[src/rtl/enc_pkg.sv]
// ----------------------------------------------------------------------------
// enc_pkg
// Shared definitions for the pending priority encoder.
//   MODE_FIXED / MODE_RR : arbitration mode selectors for the MODE parameter.
//   onehot(idx, n)       : 64-bit one-hot of idx, zero when idx is outside 0..n-1.
//                          Callers size-cast the result down to their own width,
//                          so designs using it are limited to 64 request lines.
// ----------------------------------------------------------------------------
package enc_pkg;

    localparam int MODE_FIXED = 0;
    localparam int MODE_RR    = 1;

    function automatic logic [63:0] onehot(input int idx, input int n);
        if (idx >= 0 && idx < n && idx < 64) begin
            return 64'd1 << idx;
        end
        return 64'd0;
    endfunction

endpackage

[src/rtl/priority_pick.sv]
// ----------------------------------------------------------------------------
// priority_pick
// Combinational selector over a request vector.
//   vec_i    [N] : candidate bits
//   start_i  [W] : first index examined in round-robin mode (must be < N)
//   rr_en_i      : 0 = highest set index wins, 1 = first set bit at or after
//                  start_i, wrapping N-1 -> 0
//   found_o      : at least one bit of vec_i is set
//   idx_o    [W] : chosen index (0 when found_o is low)
// ----------------------------------------------------------------------------
module priority_pick
    import enc_pkg::*;
#(
    parameter int N = 8,
    parameter int W = $clog2(N)
) (
    input  logic [N-1:0] vec_i,
    input  logic [W-1:0] start_i,
    input  logic         rr_en_i,
    output logic         found_o,
    output logic [W-1:0] idx_o
);

    logic [2*N-1:0] dbl;
    logic [N-1:0]   rot;
    logic [N-1:0]   tmp;
    int             off;
    int             pos;

    assign dbl = {vec_i, vec_i};

    always_comb begin
        found_o = |vec_i;
        idx_o   = '0;
        // rot[k] holds vec_i[(start_i + k) mod N], so the lowest set bit of
        // rot is the nearest request at or after start_i.
        rot     = N'(dbl >> start_i);
        tmp     = '0;
        off     = 0;
        pos     = 0;
        if (!rr_en_i) begin
            // Ascending scan: the last hit is the highest index.
            for (int i = 0; i < N; i++) begin
                tmp = vec_i >> i;
                if (tmp[0]) begin
                    idx_o = W'(i);
                end
            end
        end else begin
            // Descending scan: the last hit is the smallest offset.
            for (int k = N - 1; k >= 0; k--) begin
                tmp = rot >> k;
                if (tmp[0]) begin
                    off = k;
                end
            end
            pos = int'(start_i) + off;
            if (pos >= N) begin
                pos = pos - N;
            end
            if (found_o) begin
                idx_o = W'(pos);
            end
        end
    end

endmodule

[src/rtl/pending_priority_encoder.sv]
// ----------------------------------------------------------------------------
// pending_priority_encoder
// Captures events on N request lines into a pending register and offers them
// one at a time as a binary index on a registered valid/ready output.
//   clk          : clock, all state changes on the rising edge
//   rst_n        : synchronous active-low reset (priority over clr_i)
//   req_i    [N] : request lines (level or rising-edge capture, see EDGE)
//   clr_i        : synchronous flush of pending, output slot, overflow, pointer
//   out_valid_o  : out_idx_o holds an event awaiting acceptance
//   out_idx_o[W] : index of the offered event
//   out_ready_i  : consumer accepts when high together with out_valid_o
//   pending_o[N] : pending vector (the offered index is not included)
//   overflow_o   : sticky, an event hit a bit that was already pending
// MODE selects fixed priority (highest index) or round-robin. N <= 64.
// ----------------------------------------------------------------------------
module pending_priority_encoder
    import enc_pkg::*;
#(
    parameter int N    = 8,
    parameter int W    = $clog2(N),
    parameter int MODE = MODE_FIXED,
    parameter int EDGE = 0
) (
    input  logic         clk,
    input  logic         rst_n,
    input  logic [N-1:0] req_i,
    input  logic         clr_i,
    output logic         out_valid_o,
    output logic [W-1:0] out_idx_o,
    input  logic         out_ready_i,
    output logic [N-1:0] pending_o,
    output logic         overflow_o
);

    localparam logic RR_EN = (MODE == MODE_RR);

    logic [N-1:0] pend_q, pend_d;
    logic [N-1:0] req_q;
    logic [W-1:0] ptr_q, ptr_d;
    logic         valid_q, valid_d;
    logic [W-1:0] idx_q, idx_d;
    logic         ovf_q, ovf_d;

    logic [N-1:0] ev;
    logic         found;
    logic [W-1:0] sel;
    logic         load;
    logic [N-1:0] sel_mask;

    priority_pick #(
        .N (N),
        .W (W)
    ) u_pick (
        .vec_i   (pend_q),
        .start_i (ptr_q),
        .rr_en_i (RR_EN),
        .found_o (found),
        .idx_o   (sel)
    );

    assign ev       = (EDGE != 0) ? (req_i & ~req_q) : req_i;
    assign load     = found && (!valid_q || out_ready_i);
    assign sel_mask = load ? N'(onehot(int'(sel), N)) : '0;

    always_comb begin
        pend_d  = (pend_q & ~sel_mask) | ev;   // new event wins over the clear
        ovf_d   = ovf_q | (|(ev & pend_q & ~sel_mask));
        valid_d = valid_q;
        idx_d   = idx_q;
        ptr_d   = ptr_q;
        if (load) begin
            valid_d = 1'b1;
            idx_d   = sel;
            if (RR_EN) begin
                ptr_d = (sel == W'(N - 1)) ? '0 : sel + 1'b1;
            end
        end else if (valid_q && out_ready_i) begin
            valid_d = 1'b0;
        end
        if (clr_i) begin
            pend_d  = '0;
            ovf_d   = 1'b0;
            valid_d = 1'b0;
            ptr_d   = '0;
        end
    end

    always_ff @(posedge clk) begin
        if (!rst_n) begin
            pend_q  <= '0;
            req_q   <= '0;
            ptr_q   <= '0;
            valid_q <= 1'b0;
            idx_q   <= '0;
            ovf_q   <= 1'b0;
        end else begin
            pend_q  <= pend_d;
            req_q   <= req_i;
            ptr_q   <= ptr_d;
            valid_q <= valid_d;
            idx_q   <= idx_d;
            ovf_q   <= ovf_d;
        end
    end

    assign out_valid_o = valid_q;
    assign out_idx_o   = idx_q;
    assign pending_o   = pend_q;
    assign overflow_o  = ovf_q;

endmodule

[config.mk]
export PLATFORM = sky130hd
export DESIGN_NAME = pending_priority_encoder
export DESIGN_NICKNAME = d
export VERILOG_FILES = /design/src/rtl/enc_pkg.sv /design/src/rtl/priority_pick.sv /design/src/rtl/pending_priority_encoder.sv
export SDC_FILE = /design/constraint.sdc
export NUM_CORES = 1
export LEC_CHECK = 0
export CAP_MARGIN = 20
export CORE_AREA = 5 5 81 83
export CTS_BUF_LIST = sky130_fd_sc_hd__clkbuf_16
export DETAILED_ROUTE_END_ITERATION = 10
export DIE_AREA = 0 0 86 88
export MAX_ROUTING_LAYER = met4
export SYNTH_ARGS = -nofsm -noshare
export SYNTH_HDL_FRONTEND = slang
export SYNTH_HIERARCHICAL = 1
export SYNTH_SLANG_ARGS = --single-unit
export TNS_END_PERCENT = 30
[constraint.sdc]
create_clock -name clk -period 2.4 [get_ports clk]
set_input_delay 0.48 -clock clk [delete_from_list [all_inputs] [get_ports clk]]
set_output_delay 0.48 -clock clk [all_outputs]
set_load 0.02 [all_outputs]
==> out/metrics.cfg, run 1 <==
[die]
num_rows = 28
start_util_pct = 24.1
die_h_um = 88
floorplan.core_area_mm2 = 0.00578
die_w_um = 86
ios = 25
dieArea_mm2 = 0.00757

[global_route]
grt_pass1_wl_mm = 6.22
antenna_found_initial = 0
grt_max_degree = 16
grt_usage_pct = 10.3
grt_overflow_total = 0
grt_pass1_vias = 1358

[critical_path]
crit_chain = a21oi_1 > o21bai_1 > a21oi_1 > o21ai_0 > and3_1 > nand3_1 > a32oi_1 > a41oi_1
crit_top_cell = a21oi_1
worstSetupPathType = reg -> reg
cp.required_ns = 2.50
timing.rr.start = pending_o[3]$_SDFF_PP0_
reg2reg_slack_ns = 0.29
end_kind = flip-flop
slowest_delay_ns = 0.49
worstPathArrival_ns = 2.21
r2r_end = overflow_o$_SDFF_PP0_
start_kind = flip-flop
worstPathMaxFanout = 5
crit_slowest_cell = o21ai_0
reg2regPathDepth = 8

[layout]
layout.nets = 218
ff_latch_area_um2 = 260
area_growth_pct = 34.5
fillers = 619
drive_above_1_share_pct = 17.7
diodes = 0
multi_input_area_mm2 = 0.00107

[placed_design]
hpwl_mm = 2.82
io_buffers = 24
place_congestion = 0.797

[timing]
fin_skew_ns = 0.00203
fmax_mhz = 474
setup_violations = 0
maxSlewHeadroom_pct = 60.0
rsz0062_at_grt = false
drv_slew = 0
finalCritPeriodShare_pct = 88.0
fin_setup_tns_ns = 0
worst_slew_pin_slew_ns = 0.594
hold_viol_final = 0
min_period_ns = 2.11

[run_status]
status = complete, no violations

[power_and_ir_drop]
leakagePower_nw = 0.697
peakVddDrop_uv = 343
p_total_mw = 0.922
power_density_mw_per_mm2 = 492

[routing]
wirelength_mm = 3.57
viasPerCell = 4.82
via_count = 1339
dr.first_iter.drc_count = 66
final_antenna_net_count = 0
wl_per_cell_um = 12.8
firstDrtPassIters = 4
drc = 0

[cts]
cts_tree = yes
cts_root_buf = clkbuf_16
post-cts-setup-buffer-count = 0
cts-resized-gates = 0
clock-sinks = 13
cts_hold_buf = 0
cts_buffers = 3
htreeDepth = 1
path_clk_slew_ns = 0.04
clkLatencyLatePin_ns = 0.24
clockBufferDepth = 2

[synth]
synth_area_mm2 = 0.00139
synth_top_area_share_pct = 22.6
async_flop_share_pct = 0
seq_area_frac_synth_pct = 18.7
synth-edff-count = 0
synth.distinct_cells = 51
synthTopCellsByArea = mux4_2 23%, dfxtp_1 19%, a21oi_1 7.5%, nor2_1 4.3%, nand3_1 4.0%
synthFlopType = dfxtp_1
synth_cells = 163
yosysWarningCount = 6
synth.avg_cell_area_um2 = 8.54
yosysTopAreaCell = mux4_2
synth_seq_cells = 13

[worst_hold_path]
min_from = out_idx_o[2]$_SDFFE_PN0N_
whs_endpoint = out_idx_o[2]$_SDFFE_PN0N_
hold_depth = 2
hold_class = reg -> reg

[flow_run]
drv_cap = 0

## metal layers
metal	GRT usage (%)	up-vias	wire length, um
met5	-	-	0
met4	1.44	0	19
met3	1.41	3	129
met2	18.4	40	1760
met1	12.6	620	1660
li1	-	676	-
## power by group
part           switching, mW  internal, mW  leakage [nW]
registers             0.0131         0.233         0.107
clock network         0.0893         0.219        0.0423
logic                  0.189         0.179         0.548
total                  0.291         0.631         0.697
## cell usage after synthesis, types with 2 or more instances
master    number
o21ai_1        2
and2_1         3
buf_2          8
mux2_2         2
nor3_1         4
clkbuf_1       2
a31oi_1        3
dfxtp_1       13
nor2_1        16
a32oi_1        2
o21ai_0        3
nor2_2         2
mux4_2        14
nand2_1        6
mux2i_1        3
a21boi_0       3
nand2b_1       3
nand3_1       11
inv_1         11
a21oi_1       21
## kinds of logic (layout without fill, tap and decap cells)
logic type	Yosys count	in the layout	share of synthesized area (%)
other	1	15	0.269
buffers and inverters	25	51	8.09
multiplexers	21	21	29.4
AO/OA/AOI/OAI	46	46	20.9
adder cells (fa/ha/maj)	2	2	2.34
AND/OR/NAND/NOR	54	54	19.7
flip-flops	13	13	18.7
XOR/XNOR	1	1	0.629
## layout by cell type, fill, tap and decap left out, types with 2 or more instances in the layout
cell             netlist  final
inv_1                 11     12
mux2_2                 2      2
dfxtp_1               13     13
o21ai_0                3      3
a32oi_1                2      2
nand2b_1               3      3
a21boi_0               3      3
mux4_2                14     14
nor2_2                 2      2
o21ai_1                2      2
clkbuf_16              0      3
a31oi_1                3      3
mux2i_1                3      3
nor2_1                16     16
a21oi_1               21     21
nor3_1                 4      4
conb_1                 1     15
buf_4                  0     11
nand3_1               11     11
and2_1                 3      3
clkdlybuf4s50_1        0     24
nand2_1                6      6
## state kept, by name, indices dropped and copies added (netlist names)
signal / flops
out_valid_o: 1
out_idx_o: 3
overflow_o: 1
pending_o: 8
## stage by stage
stage | hold WS (ns) | setup slack (ns) | std cells | area (um^2) | util [%]
after floorplan | 0.539 | 0.246 | 177 | 1450 | -
after global placement | 0.454 | 0.326 | 274 | 1790 | 31.0
after detailed placement | 0.459 | 0.315 | 274 | 1790 | 31.0
after CTS | 0.466 | 0.301 | 278 | 1870 | 32.4
after global routing | 0.489 | 0.0397 | 278 | 1870 | 32.4
final | 0.461 | 0.289 | 278 | 1870 | 32.4
## critical path, delay by kind of cell, from the launching register on
family,cells,cell delay [ns]
flops,1,0.39
compound gates,6,1.19
simple gates,2,0.40
## how the worst max path moves through the flow
stage                            start                    end  depth (start not counted)
2_1_floorplan  pending_o[3]$_SDFF_PP0_  overflow_o$_SDFF_PP0_                          8
3_3_place_gp   pending_o[3]$_SDFF_PP0_  overflow_o$_SDFF_PP0_                          8
3_5_place_dp   pending_o[3]$_SDFF_PP0_  overflow_o$_SDFF_PP0_                          9
4_1_cts        pending_o[3]$_SDFF_PP0_  overflow_o$_SDFF_PP0_                          8
5_1_grt        pending_o[3]$_SDFF_PP0_  overflow_o$_SDFF_PP0_                          8
6_report       pending_o[3]$_SDFF_PP0_  overflow_o$_SDFF_PP0_                          8
## area by class of cell
class | count | area share [%]
Tap cell | 75 | 5.01
Multi-Input combinational cell | 139 | 57.2
Clock inverter | 1 | 0.200
Timing Repair Buffer | 35 | 17.2
Sequential cell | 13 | 13.9
Inverter | 12 | 2.40
Clock buffer | 3 | 4.01
(Power assumes the default switching activity.)
==> inputs of run 2 (changes only) <==
--- a/config.mk
+++ b/config.mk
@@ -5,7 +5,6 @@
 export SDC_FILE = /design/constraint.sdc
 export NUM_CORES = 1
 export LEC_CHECK = 0
-export CAP_MARGIN = 20
 export CORE_AREA = 5 5 81 83
 export CTS_BUF_LIST = sky130_fd_sc_hd__clkbuf_16
 export DETAILED_ROUTE_END_ITERATION = 10
==> results of run 2 <==
Final layout, timing and power as in run 1 (identical DEF).
